--- src/rtl/vec_issue_queue_pkg.sv ---
`default_nettype none
// ============================================================================
// Module   : vec_issue_pkg
// Purpose  : Shared constants for the vector issue queue. Holds the vector
//            opcodes, the instruction field positions, the funct6 codes of
//            long-latency ops, and the long-op classifier.
// Revision : 1.0  initial release
// ============================================================================
package vec_issue_pkg;

  localparam logic [6:0] OP_V  = 7'b1010111;
  localparam logic [6:0] OP_VL = 7'b0000111;
  localparam logic [6:0] OP_VS = 7'b0100111;

  // Instruction field positions (LSBs; widths are fixed by the ISA)
  localparam int F_OPC_LSB = 0;   // [6:0]
  localparam int F_VD_LSB  = 7;   // [11:7]
  localparam int F_F3_LSB  = 12;  // [14:12]
  localparam int F_VS1_LSB = 15;  // [19:15]
  localparam int F_VS2_LSB = 20;  // [24:20]
  localparam int F_VM_BIT  = 25;  // [25]
  localparam int F_F6_LSB  = 26;  // [31:26]

  // funct6 codes that take the long pipe when funct3 is 010 or 110
  localparam int LONG_F6_N = 6;
  localparam logic [LONG_F6_N-1:0][5:0] LONG_F6 = {
    6'b100100, 6'b100101, 6'b100110, 6'b100111, 6'b101001, 6'b101101
  };

  function automatic logic is_long_op(input logic [2:0] funct3,
                                      input logic [5:0] funct6);
    logic f6_hit;
    f6_hit = 1'b0;
    for (int i = 0; i < LONG_F6_N; i++) begin
      if (funct6 == LONG_F6[i]) f6_hit = 1'b1;
    end
    return (funct3 == 3'b001) || (funct3 == 3'b101) ||
           (((funct3 == 3'b010) || (funct3 == 3'b110)) && f6_hit);
  endfunction

endpackage
`default_nettype wire

--- src/rtl/vec_issue_queue_if.sv ---
`default_nettype none
// ============================================================================
// Module   : vec_issue_if
// Purpose  : Bundles the scalar-core push side, the decode-side issue
//            handshake, load completion, flush and occupancy.
//   master : scalar core / decode / load unit side (drives push, ready,
//            load_done, flush)
//   slave  : the issue queue (drives push_ready, head packet, valid, count)
// Revision : 1.0  initial release
// ============================================================================
interface vec_issue_if #(
  parameter int DATA_FROM_SCALAR = 96,
  parameter int FIFO_DEPTH       = 4
);
  logic                          push_valid;
  logic [DATA_FROM_SCALAR-1:0]   push_data;
  logic                          push_ready;
  logic [DATA_FROM_SCALAR-1:0]   instruction_out;
  logic                          valid_instruction;
  logic                          ready_vector;
  logic                          load_done;
  logic [4:0]                    load_done_id;
  logic                          flush;
  logic [$clog2(FIFO_DEPTH):0]   count;

  modport master (
    output push_valid, push_data, ready_vector, load_done, load_done_id, flush,
    input  push_ready, instruction_out, valid_instruction, count
  );

  modport slave (
    input  push_valid, push_data, ready_vector, load_done, load_done_id, flush,
    output push_ready, instruction_out, valid_instruction, count
  );
endinterface
`default_nettype wire

--- src/rtl/vec_issue_queue_busy_table.sv ---
`default_nettype none
// ============================================================================
// Module   : vec_busy_table
// Purpose  : Per-vector-register busy state: a down-counter for ALU/MUL ops
//            and a load-pending bit. Four read ports report busy status.
// Ports    : clk, rst            clock, async active-high reset
//            i_set_*             mark a register busy on issue
//            i_clr_en/i_clr_id   load write-back clears load_pend
//            i_rd_id[3:0]        registers to query
//            o_busy[3:0]         busy flag per query
// Revision : 1.0  initial release
// ============================================================================
module vec_busy_table #(
  parameter int LAT_W = 3
) (
  input  logic                 clk,
  input  logic                 rst,
  input  logic                 i_set_en,
  input  logic [4:0]           i_set_id,
  input  logic [LAT_W-1:0]     i_set_lat,
  input  logic                 i_set_load,
  input  logic                 i_clr_en,
  input  logic [4:0]           i_clr_id,
  input  logic [3:0][4:0]      i_rd_id,
  output logic [3:0]           o_busy
);

  logic [LAT_W-1:0] r_cnt [32];
  logic [31:0]      r_load_pend;

  always_ff @(posedge clk or posedge rst) begin
    if (rst) begin
      for (int i = 0; i < 32; i++) r_cnt[i] <= '0;
      r_load_pend <= '0;
    end else begin
      for (int i = 0; i < 32; i++) begin
        if (r_cnt[i] != '0) r_cnt[i] <= r_cnt[i] - LAT_W'(1);
      end
      // A new issue overrides the decrement of the same register
      if (i_set_en && !i_set_load) r_cnt[i_set_id] <= i_set_lat;
      if (i_clr_en) r_load_pend[i_clr_id] <= 1'b0;
      if (i_set_en && i_set_load) r_load_pend[i_set_id] <= 1'b1;
    end
  end

  for (genvar j = 0; j < 4; j++) begin : g_rd
    assign o_busy[j] = (r_cnt[i_rd_id[j]] != '0) || r_load_pend[i_rd_id[j]];
  end

endmodule
`default_nettype wire

--- src/rtl/vec_issue_queue.sv ---
`default_nettype none
// ============================================================================
// Module   : vec_issue_queue
// Purpose  : In-order packet FIFO in front of vector decode with a register
//            hazard scoreboard. The head is offered (valid_instruction) only
//            when none of its source registers or its destination is busy.
// Ports    : clk, rst   clock, async active-high reset
//            bus        vec_issue_if.slave (push, issue, load_done, flush,
//                       count)
//            stall_cycles  (only with VEC_ISSUE_STATS_EN) cycles the head
//                          was held by a hazard
// Options  : VEC_ISSUE_STATS_EN enables the stall_cycles counter/port.
// Revision : 1.0  initial release
// ============================================================================
module vec_issue_queue
  import vec_issue_pkg::*;
#(
  parameter int DATA_FROM_SCALAR = 96,
  parameter int INSTRUCTION_BITS = 32,
  parameter int FIFO_DEPTH       = 4,
  parameter int ALU_LATENCY      = 3,
  parameter int MUL_LATENCY      = 6
) (
  input  logic        clk,
  input  logic        rst,
  vec_issue_if.slave  bus
`ifdef VEC_ISSUE_STATS_EN
  ,
  output logic [31:0] stall_cycles
`endif
);

  localparam int PTR_W = $clog2(FIFO_DEPTH);
  localparam int CNT_W = PTR_W + 1;
  localparam int LAT_W = $clog2(MUL_LATENCY + 1);

  logic [DATA_FROM_SCALAR-1:0] r_mem [FIFO_DEPTH];
  logic [PTR_W-1:0]            r_wptr;
  logic [PTR_W-1:0]            r_rptr;
  logic [CNT_W-1:0]            r_count;

  logic [DATA_FROM_SCALAR-1:0] w_head;
  logic [INSTRUCTION_BITS-1:0] w_ins;
  logic [6:0] w_opc;
  logic [4:0] w_vd, w_vs1, w_vs2;
  logic [2:0] w_f3;
  logic [5:0] w_f6;
  logic       w_vm;
  logic       w_is_v, w_is_vl, w_is_vs;
  logic [3:0] w_need, w_busy;
  logic       w_hazard, w_empty, w_full, w_valid, w_push, w_pop;

  assign w_head = r_mem[r_rptr];
  assign w_ins  = w_head[DATA_FROM_SCALAR-1 -: INSTRUCTION_BITS];
  assign w_opc  = w_ins[F_OPC_LSB +: 7];
  assign w_vd   = w_ins[F_VD_LSB  +: 5];
  assign w_f3   = w_ins[F_F3_LSB  +: 3];
  assign w_vs1  = w_ins[F_VS1_LSB +: 5];
  assign w_vs2  = w_ins[F_VS2_LSB +: 5];
  assign w_vm   = w_ins[F_VM_BIT];
  assign w_f6   = w_ins[F_F6_LSB  +: 6];

  assign w_is_v  = (w_opc == OP_V);
  assign w_is_vl = (w_opc == OP_VL);
  assign w_is_vs = (w_opc == OP_VS);

  // need[0]=vs1, need[1]=vs2, need[2]=vd, need[3]=v0.
  // vd is a WAW check for OP_V/OP_VL and store data for OP_VS.
  // funct6[0] set on a memory op means an indexed mode (vs2 is the index).
  assign w_need[0] = w_is_v && (w_f3 == 3'b000 || w_f3 == 3'b001 || w_f3 == 3'b010);
  assign w_need[1] = w_is_v || ((w_is_vl || w_is_vs) && w_f6[0]);
  assign w_need[2] = w_is_v || w_is_vl || w_is_vs;
  assign w_need[3] = !w_vm;

  assign w_hazard = |(w_need & w_busy);
  assign w_empty  = (r_count == '0);
  assign w_full   = (r_count == CNT_W'(FIFO_DEPTH));
  assign w_valid  = !w_empty && !bus.flush && !w_hazard;
  assign w_push   = bus.push_valid && !w_full && !bus.flush;
  assign w_pop    = w_valid && bus.ready_vector;

  assign bus.push_ready        = !w_full;
  assign bus.instruction_out   = w_head;
  assign bus.valid_instruction = w_valid;
  assign bus.count             = r_count;

  always_ff @(posedge clk or posedge rst) begin
    if (rst) begin
      for (int i = 0; i < FIFO_DEPTH; i++) r_mem[i] <= '0;
      r_wptr  <= '0;
      r_rptr  <= '0;
      r_count <= '0;
    end else if (bus.flush) begin
      r_wptr  <= '0;
      r_rptr  <= '0;
      r_count <= '0;
    end else begin
      if (w_push) begin
        r_mem[r_wptr] <= bus.push_data;
        r_wptr        <= r_wptr + PTR_W'(1);
      end
      if (w_pop) r_rptr <= r_rptr + PTR_W'(1);
      case ({w_push, w_pop})
        2'b10:   r_count <= r_count + CNT_W'(1);
        2'b01:   r_count <= r_count - CNT_W'(1);
        default: r_count <= r_count;
      endcase
    end
  end

  // The counter holds the cycles still busy after the issue edge, so a
  // dependent sees it reach zero in time to issue LATENCY edges later.
  logic [LAT_W-1:0] w_set_lat;
  assign w_set_lat = is_long_op(w_f3, w_f6) ? LAT_W'(MUL_LATENCY - 1)
                                            : LAT_W'(ALU_LATENCY - 1);

  vec_busy_table #(.LAT_W(LAT_W)) u_busy (
    .clk        (clk),
    .rst        (rst),
    .i_set_en   (w_pop && (w_is_v || w_is_vl)),
    .i_set_id   (w_vd),
    .i_set_lat  (w_set_lat),
    .i_set_load (w_is_vl),
    .i_clr_en   (bus.load_done),
    .i_clr_id   (bus.load_done_id),
    .i_rd_id    ({5'd0, w_vd, w_vs2, w_vs1}),
    .o_busy     (w_busy)
  );

`ifdef VEC_ISSUE_STATS_EN
  logic [31:0] r_stall_cycles;
  always_ff @(posedge clk or posedge rst) begin
    if (rst) r_stall_cycles <= '0;
    else if (!w_empty && !bus.flush && w_hazard) r_stall_cycles <= r_stall_cycles + 32'd1;
  end
  assign stall_cycles = r_stall_cycles;
`endif

endmodule
`default_nettype wire

--- src/flat_wrapper.sv ---
// flat-port wrapper written by rule: the top's interface ports become plain ports
module vec_issue_queue_flat import vec_issue_pkg::*;
#(
  parameter int DATA_FROM_SCALAR = 96,
  parameter int INSTRUCTION_BITS = 32,
  parameter int FIFO_DEPTH       = 4,
  parameter int ALU_LATENCY      = 3,
  parameter int MUL_LATENCY      = 6
)
  (clk, rst, bus_push_valid, bus_push_data, bus_ready_vector, bus_load_done, bus_load_done_id, bus_flush, bus_push_ready, bus_instruction_out, bus_valid_instruction, bus_count);
  vec_issue_if #(.DATA_FROM_SCALAR(DATA_FROM_SCALAR), .FIFO_DEPTH(FIFO_DEPTH)) bus_i ();
  input  logic clk;
  input  logic rst;
  input wire logic [$bits(bus_i.push_valid)-1:0] bus_push_valid;
  input wire logic [$bits(bus_i.push_data)-1:0] bus_push_data;
  input wire logic [$bits(bus_i.ready_vector)-1:0] bus_ready_vector;
  input wire logic [$bits(bus_i.load_done)-1:0] bus_load_done;
  input wire logic [$bits(bus_i.load_done_id)-1:0] bus_load_done_id;
  input wire logic [$bits(bus_i.flush)-1:0] bus_flush;
  output wire logic [$bits(bus_i.push_ready)-1:0] bus_push_ready;
  output wire logic [$bits(bus_i.instruction_out)-1:0] bus_instruction_out;
  output wire logic [$bits(bus_i.valid_instruction)-1:0] bus_valid_instruction;
  output wire logic [$bits(bus_i.count)-1:0] bus_count;
  assign bus_i.push_valid = bus_push_valid;
  assign bus_i.push_data = bus_push_data;
  assign bus_i.ready_vector = bus_ready_vector;
  assign bus_i.load_done = bus_load_done;
  assign bus_i.load_done_id = bus_load_done_id;
  assign bus_i.flush = bus_flush;
  assign bus_push_ready = bus_i.push_ready;
  assign bus_instruction_out = bus_i.instruction_out;
  assign bus_valid_instruction = bus_i.valid_instruction;
  assign bus_count = bus_i.count;
  vec_issue_queue #(.DATA_FROM_SCALAR(DATA_FROM_SCALAR), .INSTRUCTION_BITS(INSTRUCTION_BITS), .FIFO_DEPTH(FIFO_DEPTH), .ALU_LATENCY(ALU_LATENCY), .MUL_LATENCY(MUL_LATENCY)) u_core (.clk(clk), .rst(rst), .bus(bus_i));
endmodule
--- config.mk ---
export PLATFORM = sky130hd
export DESIGN_NAME = vec_issue_queue_flat
export DESIGN_NICKNAME = d
export VERILOG_FILES = /design/src/rtl/vec_issue_queue_pkg.sv /design/src/rtl/vec_issue_queue_if.sv /design/src/rtl/vec_issue_queue_busy_table.sv /design/src/rtl/vec_issue_queue.sv /design/src/flat_wrapper.sv
export SDC_FILE = /design/constraint.sdc
export NUM_CORES = 1
export LEC_CHECK = 0
export ABC_AREA = 1
export CORE_ASPECT_RATIO = 0.5
export CORE_UTILIZATION = 54
export DETAILED_ROUTE_END_ITERATION = 8
export GPL_TIMING_DRIVEN = 0
export PLACE_DENSITY = 0.8
export SKIP_LAST_GASP = 1
export SLEW_MARGIN = 20
export SYNTH_ARGS = -nofsm -noshare
export SYNTH_HDL_FRONTEND = slang
export SYNTH_SLANG_ARGS = --single-unit
export TNS_END_PERCENT = 5
--- constraint.sdc ---
create_clock -name clk -period 17.9 [get_ports clk]
set_clock_uncertainty 0.1 [all_clocks]
set_input_delay 3.58 -clock clk [delete_from_list [all_inputs] [get_ports clk]]
set_output_delay 3.58 -clock clk [all_outputs]
set_load 0.02 [all_outputs]
==> results_dict.tcl, run 1 <==
set metrics [dict create \
    setup.worst_path.start "bus_flush" \
    slew_violations 0 \
    fillerInstances 4375 \
    cts_resized 0 \
    fin_area_um2 32400 \
    drtAntennaViolNets 0 \
    setup_viol 0 \
    fp.dieArea_um2 52000 \
    slew_headroom_pct 34.2 \
    routed_wl_um 90400 \
    first_pass_iters 9 \
    finalCritPeriodShare_pct 51.6 \
    timing.fmax_mhz 108 \
    core-area_um2 50400 \
    placed_area_um2 30900 \
    final_layout_size_suffix_gt1_share_pct 6.77 \
    synthesis.yosys.warnings 0 \
    leakagePower_nw 16.2 \
    drt-initial-drc-count 3114 \
    ys_types 44 \
    synthFlopType "dfrtp_1" \
    postCtsSetupBuffers 0 \
    synth-seq-cells 519 \
    placementRows 58 \
    avgSynthCellArea_um2 7.71 \
    cp.arrival_ns 5.56 \
    synth_edf_count 0 \
    n_antenna_cell 0 \
    critPathSlowestCell "clkdlybuf4s50_1" \
    antenna_found_initial 1 \
    grt_pass1_wl_um 141000 \
    powerDensity_nw_per_um2 144 \
    hold_viol 0 \
    htreeDepth 2 \
    violations "design-rule violations" \
    initial_core_util_pct 54.8 \
    numCtsBuffers 47 \
    setup_slack_ns 8.66 \
    ctsRootBufferMaster "clkbuf_16" \
    synthesis.area_um2 27600 \
    yosysMostFrequentCell "nand2_1" \
    cap_violations 0 \
    startpoint_type "input pin" \
    ys_seq_area_share_pct 47.1 \
    synth_top_area_share_pct 47.1 \
    setup_tns_ns 0 \
    worstHoldPathType "flip-flop to flip-flop" \
    cp.required_ns 14.22 \
    async_flop_share_pct 100 \
    holdCritStartpoint "u_core.r_mem[194]" \
    clk_transition_reported_paths_ns 0.07 \
    dp.cells 4493 \
    globalplace.congestion 0.983 \
    netlist_instances 3579 \
    clkSinkCount 519 \
    regArea_um2 13000 \
    grtUsageTotal_pct 34.7 \
    port_buffers 207 \
    avgRoutedWirePerCell_um 19.8 \
    criticalPathCategory "input pin to output pin" \
    area_delta_synth_final_pct 17.5 \
    grt_pass1_vias 25400 \
    die_w_um 322 \
    die-height_um 162 \
    critPathCaptureType "output pin" \
    dp_hpwl_um 64500 \
    ios 208 \
    synth_common_cells "993 x nand2_1, 641 x o21ai_0, 519 x dfrtp_1" \
    synth_top_cell_by_area "dfrtp_1" \
    syn_nets 3786 \
    multiInputGateArea_um2 12300 \
    hold_buffers 0 \
    critPathMaxFanout 6 \
    path_buf_inv 4 \
    drc 1 \
    path_cells "clkdlybuf4s50_1 > inv_1 > o311a_1 > inv_1 > a21oi_2 > and2_1 > clkdlybuf4s50_1" \
    outcome "finished with violations" \
    grt_max_degree 36 \
    finalNetCount 4059 \
    cts_tree "built" \
    regToRegStartpoint "u_core.r_rptr[1]" \
    finalCriticalPeriod_ns 9.24 \
    clk_path_buf_depth 3 \
    path_delay_family "buffers and inverters" \
    critical-path-max-stage-delay_ns 0.61 \
    ir_drop_mv 0.0846 \
    worstMarginPinSlew_ns 0.988 \
    place_ws_ns 8.68 \
    gr-total-overflow 0 \
    vias_per_cell 5.74 \
    clock_latency_ns 0.61 \
    grt_setup_unrepaired "false" \
    final_cell_count_no_fill 4574 \
    dr_total_vias 26300 \
    ys_top_cells_by_area "dfrtp_1 47%, nand2_1 14%, o21ai_0 12%, ha_1 4.5%, inv_1 4.5%" \
]
-- report_power, final --
part	internal (mW)	switching [mW]
clock network	0.565	0.476
registers	1.55	0.239
logic	0.693	1.15
total	2.81	1.87
-- cell families (layout without fill, tap and decap cells) --
| kind of cell | count (synthesis) | count (layout) | synth area share (%) |
|---|---|---|---|
| XOR/XNOR | 34 | 34 | 1.08 |
| buffers and inverters | 555 | 860 | 8.25 |
| flip-flops | 519 | 519 | 47.1 |
| adder cells (fa/ha/maj) | 100 | 100 | 4.56 |
| AO/OA/AOI/OAI | 796 | 796 | 15.0 |
| AND/OR/NAND/NOR | 1575 | 1575 | 24.0 |
-- layout by cell type (no fill, tap or decap), types with 47 or more instances in the layout --
cell	count
nand2_1	993
o21ai_0	641
dfrtp_1	519
inv_1	328
nor2_1	311
clkdlybuf4s50_1	207
nand3_1	166
clkbuf_1	143
ha_1	99
o22ai_1	74
clkbuf_16	48
a21oi_1	47
-- final cells by class --
cell class | instances | area share [%]
Clock inverter | 14 | 0.494
Multi-Input combinational cell | 2505 | 38.0
Clock buffer | 67 | 4.23
Timing Repair Buffer | 224 | 7.49
Tap cell | 690 | 2.66
Sequential cell | 519 | 40.1
Buffer | 192 | 2.82
Inverter | 363 | 4.22
-- path summary, 6_finish.rpt --
| kind | slack (ns) | endpoint | depth (start not counted) |
|---|---|---|---|
| worst min register to register | 0.38 | u_core.r_mem[194] | 2 |
| worst max register to register | 13.87 | u_core.u_busy.r_load_pend[24] | 22 |
| min in group asynchronous | 3.31 | u_core.u_busy.r_cnt[85] | 2 |
| max in group asynchronous | 13.09 | u_core.r_mem[129] | 6 |
| worst max-delay path | 8.66 | bus_valid_instruction | 7 |
| worst min-delay path | 0.38 | u_core.r_mem[194] | 2 |
-- worst register-to-register path, delay by kind of cell (launching register included) --
family,cells,cell delay [ns]
AO/OA/AOI/OAI,2,0.35
AND/OR/NAND/NOR,16,1.96
buffers and inverters,4,1.18
flip-flops,1,0.37
-- layer usage --
| layer | routed length (µm) | up-vias | track usage [%] |
|---|---|---|---|
| li1 | - | 12000 | - |
| met3 | 8340 | 293 | 6.17 |
| met1 | 34700 | 12500 | 44.3 |
| met2 | 42600 | 1457 | 57.2 |
| met4 | 4780 | 2 | 17.4 |
| met5 | 13 | - | 0 |
-- per-stage QoR --
step / util, % / total power [mW] / hold slack [ns]
after floorplan: - / 2.94 / 0.345
after global placement: 60.6 / 3.52 / 0.360
after detailed placement: 61.3 / 3.60 / 0.367
after CTS: 64.4 / 4.64 / 0.383
after global routing: 64.4 / 4.95 / 0.398
final: 64.4 / 4.67 / 0.382
-- state kept, by name, summed over array words and instances, names as in the netlist --
name and count:
u_core.u_busy.r_cnt 96, u_core.r_mem 384, u_core.r_wptr 2, u_core.bus.count 3, u_core.u_busy.r_load_pend 32, u_core.r_rptr 2
No activity file was read; power rests on OpenSTA's default activity.
==> inputs of run 2 (changes only) <==
--- a/config.mk
+++ b/config.mk
@@ -7,10 +7,10 @@
 export LEC_CHECK = 0
 export ABC_AREA = 1
 export CORE_ASPECT_RATIO = 0.5
-export CORE_UTILIZATION = 54
+export CORE_UTILIZATION = 59
 export DETAILED_ROUTE_END_ITERATION = 8
 export GPL_TIMING_DRIVEN = 0
-export PLACE_DENSITY = 0.8
+export PLACE_DENSITY = 0.83
 export SKIP_LAST_GASP = 1
 export SLEW_MARGIN = 20
 export SYNTH_ARGS = -nofsm -noshare
==> constraint.sdc (replaced) <==
create_clock -name clk -period 9.6 [get_ports clk]
set_clock_uncertainty 0.1 [all_clocks]
set_input_delay 1.92 -clock clk [delete_from_list [all_inputs] [get_ports clk]]
set_output_delay 1.92 -clock clk [all_outputs]
set_load 0.02 [all_outputs]
==> run 2 against run 1 <==
First-iteration DRC count is 0.83% lower; total power is 88% higher; hold slack worse by 0.0014 ns; combinational power is 87% higher; sequential share of layout area hardly changed; sequential cell count stayed put; clock-buffer cell count is 1 higher; highest routed layer is now met4; critical endpoint is now bus_instruction_out[15]; worst setup slack worse by 5.8 ns; routed wire length is 1.3% lower; final cell count is 1.3% lower; the flow now finishes without violations; non-clock buffer count stayed put.
==> results_dict.tcl, run 2 (synthesis gave the netlist of run 1 again) <==
set metrics [dict create \
    outcome "complete, no violations" \
    dp.cells 4430 \
    clk_path_buf_depth 3 \
    hold_buffers 0 \
    critPathMaxFanout 10 \
    clk_transition_reported_paths_ns 0.07 \
    globalplace.congestion 1.01 \
    drtAntennaViolNets 0 \
    core-area_um2 45600 \
    totalPowerFinal_mw 8.77 \
    top_usage_layer "met2" \
    worstMarginPinSlew_ns 0.935 \
    cap_violations 0 \
    placed_area_um2 30800 \
    fillerInstances 3557 \
    timing.fmax_mhz 149 \
    postCtsSetupBuffers 0 \
    dr_total_vias 26400 \
    clock_latency_ns 0.61 \
    slew_headroom_pct 37.7 \
    area_delta_synth_final_pct 17.5 \
    leakagePower_nw 16.2 \
    setup_viol 0 \
    dp_hpwl_um 63500 \
    hold_viol 0 \
    cp.arrival_ns 4.69 \
    largest-register "u_core.r_mem" \
    port_buffers 207 \
    vias_per_cell 5.84 \
    die_w_um 308 \
    cp-endpoint "bus_instruction_out[15]" \
    finalNetCount 4059 \
    timing.rr.end "u_core.u_busy.r_cnt[9]" \
    routed_wl_um 89200 \
    criticalPathCategory "flip-flop to output pin" \
    slew_violations 0 \
    cts_tree "built" \
    critPathCaptureType "output pin" \
    powerDensity_nw_per_um2 271 \
    ctsRootBufferMaster "clkbuf_16" \
    grt_util_met2_pct 61.0 \
    first_pass_iters 8 \
    largest_reg_flops 384 \
    antenna_found_initial 0 \
    numCtsBuffers 47 \
    avgRoutedWirePerCell_um 19.8 \
    hold_ws_ns 0.381 \
    cp.required_ns 7.58 \
    critical-path-max-stage-delay_ns 0.69 \
    reg_top3 "u_core.r_mem (384), u_core.u_busy.r_cnt (96), u_core.u_busy.r_load_pend (32)" \
    finalCriticalPeriod_ns 6.71 \
    die-height_um 155 \
    postLayoutCoreUtil_pct 71.0 \
    worstHoldPathType "flip-flop to flip-flop" \
    initial_core_util_pct 60.5 \
    placementRows 55 \
    layout_commonest_cell "nand2_1" \
    htreeDepth 2 \
    drc 0 \
    final_cell_count_no_fill 4515 \
    clkSinkCount 519 \
    grt_pass1_vias 25800 \
    r2r_slack_ns 5.51 \
    crit_top_cell "clkbuf_1" \
    grtUsageTotal_pct 37.5 \
    setup.worst_path.start "u_core.r_rptr[0]" \
    fp.dieArea_um2 47700 \
    regToRegStartpoint "u_core.r_rptr[0]" \
    ios 208 \
    cts_resized 0 \
    grt_setup_unrepaired "false" \
    gr-total-overflow 0 \
    n_antenna_cell 0 \
    critPathSlowestCell "clkdlybuf4s50_1" \
    final_layout_size_suffix_gt1_share_pct 6.89 \
    drt-initial-drc-count 3088 \
    grt_max_degree 36 \
    grt_pass1_wl_um 140000 \
    fin_area_um2 32400 \
    finalCritPeriodShare_pct 69.9 \
    startpoint_type "flip-flop" \
    grt_use_met3_pct 6.85 \
    final_cell_mix "993 x nand2_1, 641 x o21ai_0, 519 x dfrtp_1" \
    ir_drop_mv 0.168 \
    rr_worst_depth 16 \
    met1_usage_pct 47.3 \
    path_cells "buf_6 > buf_6 > buf_4 > buf_2 > buf_2 > clkbuf_1 > clkbuf_1 > clkbuf_1 > nor2_1 > o22ai_1 > clkdlybuf4s50_1" \
]
run 2: worst min path at each step:
stage,startpoint,endpoint,slack [ns],cells after the start
4_1_cts,u_core.r_mem[375],u_core.r_mem[375],0.38,2
5_1_grt,u_core.r_mem[147],u_core.r_mem[147],0.40,2
6_report,u_core.r_mem[98],u_core.r_mem[98],0.38,2
3_5_place_dp,u_core.r_mem[375],u_core.r_mem[375],0.37,2
3_3_place_gp,u_core.r_mem[279],u_core.r_mem[279],0.36,2
2_1_floorplan,u_core.r_mem[375],u_core.r_mem[375],0.35,2
run 2: per-stage QoR:
stage / setup slack [ns] / setup TNS [ns]
finish: 2.89 / 0
global route: 2.78 / 0
floorplan: 0.530 / 0
global placement: -2.62 / -1338.80
CTS: 2.95 / 0
detailed placement: 3.60 / 0
run 2: area by class of cell:
| type | instances | area, µm² | share of cell area [%] |
|---|---|---|---|
| flip-flops and latches | 519 | 13000 | 40.1 |
| multi-input cells | 2505 | 12300 | 38.0 |
| repair buffers | 224 | 2430 | 7.49 |
| clock buffers | 68 | 1400 | 4.31 |
| inverters | 363 | 1370 | 4.22 |
| plain buffers | 192 | 913 | 2.82 |
| well taps | 627 | 785 | 2.42 |
| clock inverters | 17 | 210 | 0.649 |
run 2: power breakdown:
group	total [mW]	internal (mW)	switching (mW)	leakage (nW)
Sequential	3.33	2.89	0.447	6.69
Clock	2.00	1.10	0.899	0.795
Combinational	3.44	1.29	2.15	8.71
run 2: critical path: cells and delay by family, from the launching register on:
| family | cells | cell delay (ns) |
|---|---|---|
| flip-flops | 1 | 0.40 |
| buffers and inverters | 9 | 3.30 |
| AO/OA/AOI/OAI | 1 | 0.27 |
| AND/OR/NAND/NOR | 1 | 0.11 |
run 2: routing by layer:
layer,vias to the layer above,wire (µm)
met5,-,0
met4,0,5620
li1,12000,-
met1,12600,34200
met2,1467,41300
met3,333,8150
